File: src/rtl/config_cell_multi_context.sv
// Multi-context configuration cell: a serial shift chain holding one mux select
// word per context, with a free-running context counter choosing the live word.
module config_cell_multi_context #(
  parameter int size     = 3,
  parameter int contexts = 4
) (
  input  logic                        CGRA_Clock,
  input  logic                        CGRA_Reset,
  input  logic                        CGRA_Enable,
  input  logic                        Config_Enable,
  input  logic                        ConfigIn,
  output logic                        ConfigOut,
  output logic [size-1:0]             select,
  output logic [$clog2(contexts)-1:0] context_o,
  output logic                        config_valid
);

  localparam int N    = size * contexts;
  localparam int CW   = $clog2(contexts);
  localparam int CNTW = $clog2(N + 2);

  logic [N-1:0]    chain_q,   chain_d;
  logic [CNTW-1:0] cnt_q,     cnt_d;
  logic            cfg_en_q,  cfg_en_d;
  logic [CW-1:0]   ctx_idx_q, ctx_idx_d;
  logic [size-1:0] active_word;

  // Shift toward bit 0: the first bit of a burst ends in ctx[0] bit 0.
  always_comb begin
    chain_d = chain_q;
    if (Config_Enable) begin
      chain_d = {ConfigIn, chain_q[N-1:1]};
    end
  end

  // Burst length counter saturates one past N so an overrun stays invalid.
  always_comb begin
    cnt_d    = cnt_q;
    cfg_en_d = Config_Enable;
    if (Config_Enable) begin
      if (!cfg_en_q) begin
        cnt_d = CNTW'(1);
      end else if (cnt_q != CNTW'(N + 1)) begin
        cnt_d = cnt_q + CNTW'(1);
      end
    end
  end

  // Loading forces context 0 and wins over execution stepping.
  always_comb begin
    ctx_idx_d = ctx_idx_q;
    if (Config_Enable) begin
      ctx_idx_d = '0;
    end else if (CGRA_Enable) begin
      if (ctx_idx_q == CW'(contexts - 1)) begin
        ctx_idx_d = '0;
      end else begin
        ctx_idx_d = ctx_idx_q + CW'(1);
      end
    end
  end

  always_ff @(posedge CGRA_Clock) begin
    if (CGRA_Reset) begin
      chain_q   <= '0;
      cnt_q     <= '0;
      cfg_en_q  <= 1'b0;
      ctx_idx_q <= '0;
    end else begin
      chain_q   <= chain_d;
      cnt_q     <= cnt_d;
      cfg_en_q  <= cfg_en_d;
      ctx_idx_q <= ctx_idx_d;
    end
  end

  always_comb begin
    active_word = chain_q[int'(ctx_idx_q) * size +: size];
  end

  assign config_valid = (cnt_q == CNTW'(N));
  assign ConfigOut    = chain_q[0];
  assign context_o    = ctx_idx_q;
  // Mux sees input 0 while loading or when the last burst was the wrong length.
  assign select       = (config_valid && !Config_Enable) ? active_word : '0;

endmodule

File: config.mk
export PLATFORM = sky130hd
export DESIGN_NAME = config_cell_multi_context
export DESIGN_NICKNAME = d
export VERILOG_FILES = /design/src/rtl/config_cell_multi_context.sv
export SDC_FILE = /design/constraint.sdc
export NUM_CORES = 1
export LEC_CHECK = 0
export CAP_MARGIN = 20
export CORE_AREA = 4 4 49 51
export CTS_CLUSTER_SIZE = 10
export DETAILED_ROUTE_END_ITERATION = 7
export DIE_AREA = 0 0 53 55
export PLACE_DENSITY = 0.72
export REMOVE_ABC_BUFFERS = 1
export SYNTH_ARGS = -nofsm -noshare
export SYNTH_HDL_FRONTEND = slang
export SYNTH_SLANG_ARGS = --single-unit
File: constraint.sdc
create_clock -name CGRA_Clock -period 1.3 [get_ports CGRA_Clock]
set_input_delay 0.26 -clock CGRA_Clock [delete_from_list [all_inputs] [get_ports CGRA_Clock]]
set_output_delay 0.26 -clock CGRA_Clock [all_outputs]
set_load 0.01 [all_outputs]
==> results_dict.tcl <==
set metrics [dict create \
    clock-root-buffer "clkbuf_4" \
    fin_crit_ns 1.69 \
    slew_headroom 0.796 \
    synth-edff-count 0 \
    synth-async-reset-ratio 0 \
    power.net_switching_mw 0.251 \
    netlist_area_sq_um 882 \
    io_pins 12 \
    intPower_mw 0.769 \
    seqCellArea_sq_um 389 \
    wl_met1_um 840 \
    min_path_type "flop to flop" \
    powerDensity_mw_per_mm2 823 \
    drt-total-wl_um 1920 \
    worst_slack_ns -0.386 \
    irDropWorstVdd_uv 510 \
    worst-setup-path-type "flop to output pin" \
    gp_congestion 0.722 \
    synth_top_area_frac 0.431 \
    setup.worst_path.start_class "flop" \
    die_area_sq_mm 0.00292 \
    combPwrFrac 0.118 \
    power.leakage_nw 0.549 \
    ctsHoldBuffers 0 \
    pwr-share-clk 0.293 \
    cts_buffers 3 \
    fin_worst_skew_ns 0.0161 \
    status "finished, violations left" \
    grt_pass1_wl_um 2820 \
    p_total_mw 1.02 \
    drt-pass1-iter-count 4 \
    grt_start_max_net_pins 24 \
    multi_input_area_sq_um 515 \
    htreeDepth 1 \
    post-route-period-util 1.30 \
    cts_tree "built" \
    wl_met3_um 69 \
    ys_seq_elements 19 \
    antenna_found_initial 0 \
    post_drt_wl_per_cell_um 13.4 \
    dp.final_hpwl_um 1330 \
    pre_cts_ws_ns -0.545 \
    synthTopCellsByCount "dfxtp_1 (19), mux2i_1 (14), nor2_1 (13)" \
    fill_cells 172 \
    insertion_delay_ns 0.30 \
    synth_most_common_cell "dfxtp_1" \
    fin_nets 126 \
    drt_iter0_drc 9 \
    p_sw_frac 0.246 \
    start_util 0.454 \
    syn_avg_cell_area_sq_um 10.6 \
    synthCells 83 \
    cap_viol_max_count 0 \
    die_y_um 55 \
    drive_above_1_share 0.448 \
    dr.max_layer_used "met4" \
    arrival_ns 1.43 \
    grt_pass1_vias 670 \
    coreArea_sq_mm 0.00194 \
    cts.sinks 19 \
    setup_viol 4 \
    path_max_fanout 4 \
    grt.total_usage 0.133 \
    worstMarginPinSlew_ns 0.305 \
    grt_setup_unrepaired "true" \
    gr-total-overflow 0 \
    ys_warn_count 0 \
    ant_nets 0 \
    synth.distinct_cells 24 \
    yosysTopAreaCell "dfxtp_1" \
    synth_flop_cell "dfxtp_1" \
    fp-row-count 16 \
    yosys-top-cells-area "dfxtp_1 (43%), mux2i_1 (16%), ha_1 (5.7%)" \
    route.vias.total 738 \
    syn2layout_area_growth_pct 40.6 \
    die_w_um 53 \
    seqPwrFrac 0.588 \
    cts_buffer_depth 2 \
    fmax_mhz 593 \
    clk_pin_slew_ns 0.12 \
    drc_errors 0 \
    antenna_cells 0 \
    drv_slew 0 \
    wl_met2_um 973 \
    final-hold-violation-count 0 \
    ys_seq_area_frac 0.431 \
    worst_ep_required_time_ns 1.04 \
    end_kind "output pin" \
    violations "negative setup slack" \
    viasPerCell 5.16 \
    portBuffers 11 \
]
## final cells by class
cell class | instances | share of cell area
Clock inverter | 1 | 0.00404
Clock buffer | 3 | 0.0182
Timing Repair Buffer | 33 | 0.209
Tap cell | 27 | 0.0272
Multi-Input combinational cell | 56 | 0.416
Inverter | 4 | 0.0121
Sequential cell | 19 | 0.314
## cells in the final DEF, fill, tap and decap left out, types with 2 or more instances in the layout
cell	synthesis	final
a211oi_2	0	3
a21oi_1	2	2
and3_4	0	2
buf_2	3	4
buf_4	0	20
buf_6	0	3
clkbuf_4	0	3
clkdlybuf4s50_1	0	4
dfxtp_1	19	14
dfxtp_2	0	4
ha_1	4	2
inv_1	4	3
mux2i_1	14	14
mux4_2	2	3
nor2_1	13	13
nor2b_1	4	4
nor3_1	2	2
## repair_timing
item / 4_1_cts / 5_1_grt
pin swaps: 2 / 2
cloned: 0 / 0
buffers inserted: 0 / 1
endpoints found under the hold margin: 0 / 0
setup endpoints to repair: 10 / 10
gates resized for setup: 35 / 11
## per-stage QoR
step	area (sq um)	util	hold WS, ns	instances	setup TNS, ns
2_1_floorplan	863	-	0.332	79	-0.460
3_3_place_gp	1160	0.600	0.505	138	-4.19
3_5_place_dp	1160	0.600	0.508	138	-4.43
4_1_cts	1210	0.622	0.525	142	-1.33
5_1_grt	1240	0.639	0.552	143	-1.56
6_report	1240	0.639	0.527	143	-1.27
## worst max-delay path, cell delays in order, from the launching register on
cell and delay (ns):
dfxtp_4 0.39, mux4_2 0.49, nor2b_1 0.13, buf_2 0.13
## path summary, 6_finish.rpt
| kind | cells past startpoint | slack (ns) | end | from |
|---|---|---|---|---|
| worst max-delay path | 3 | -0.39 | select[2] | context_o[0]$_SDFFE_PP0P_ |
| worst min-delay path | 2 | 0.53 | cnt_q[2]$_SDFFE_PP0P_ | cfg_en_q$_SDFF_PP0_ |
| worst max register to register | 5 | 0.03 | cnt_q[1]$_SDFFE_PP0P_ | cnt_q[0]$_SDFFE_PP0P_ |
| worst min register to register | 2 | 0.53 | cnt_q[2]$_SDFFE_PP0P_ | cfg_en_q$_SDFF_PP0_ |
## power groups by stage
stage	clock, mW	sequential [mW]	combinational (mW)
2_1_floorplan	0	0.617	0.0353
3_3_place_gp	0	0.613	0.106
3_5_place_dp	0	0.614	0.108
4_1_cts	0.307	0.600	0.112
5_1_grt	0.336	0.602	0.132
6_report	0.299	0.600	0.121
## kinds of logic (layout without fill, tap and decap cells)
family	Yosys count	after routing	synth area share
buffers and inverters	8	41	0.0383
AOI/OAI and AO/OA	10	10	0.0936
muxes	17	17	0.240
adders and majority gates	4	4	0.0567
DFF	19	19	0.431
and+or+nand+nor	25	25	0.140
## registers in the layout, summed over array words and instances, names as in the netlist
signal and count:
context_o 2, cnt_q 4, chain_q 12, cfg_en_q 1
## metal layers
| layer | vias to the layer above | GRT usage |
|---|---|---|
| li1 | 365 | - |
| met1 | 355 | 0.158 |
| met2 | 13 | 0.227 |
| met3 | 5 | 0.0241 |
| met4 | 0 | 0.0766 |
| met5 | - | 0 |
Power figures use the tool's default switching activity.
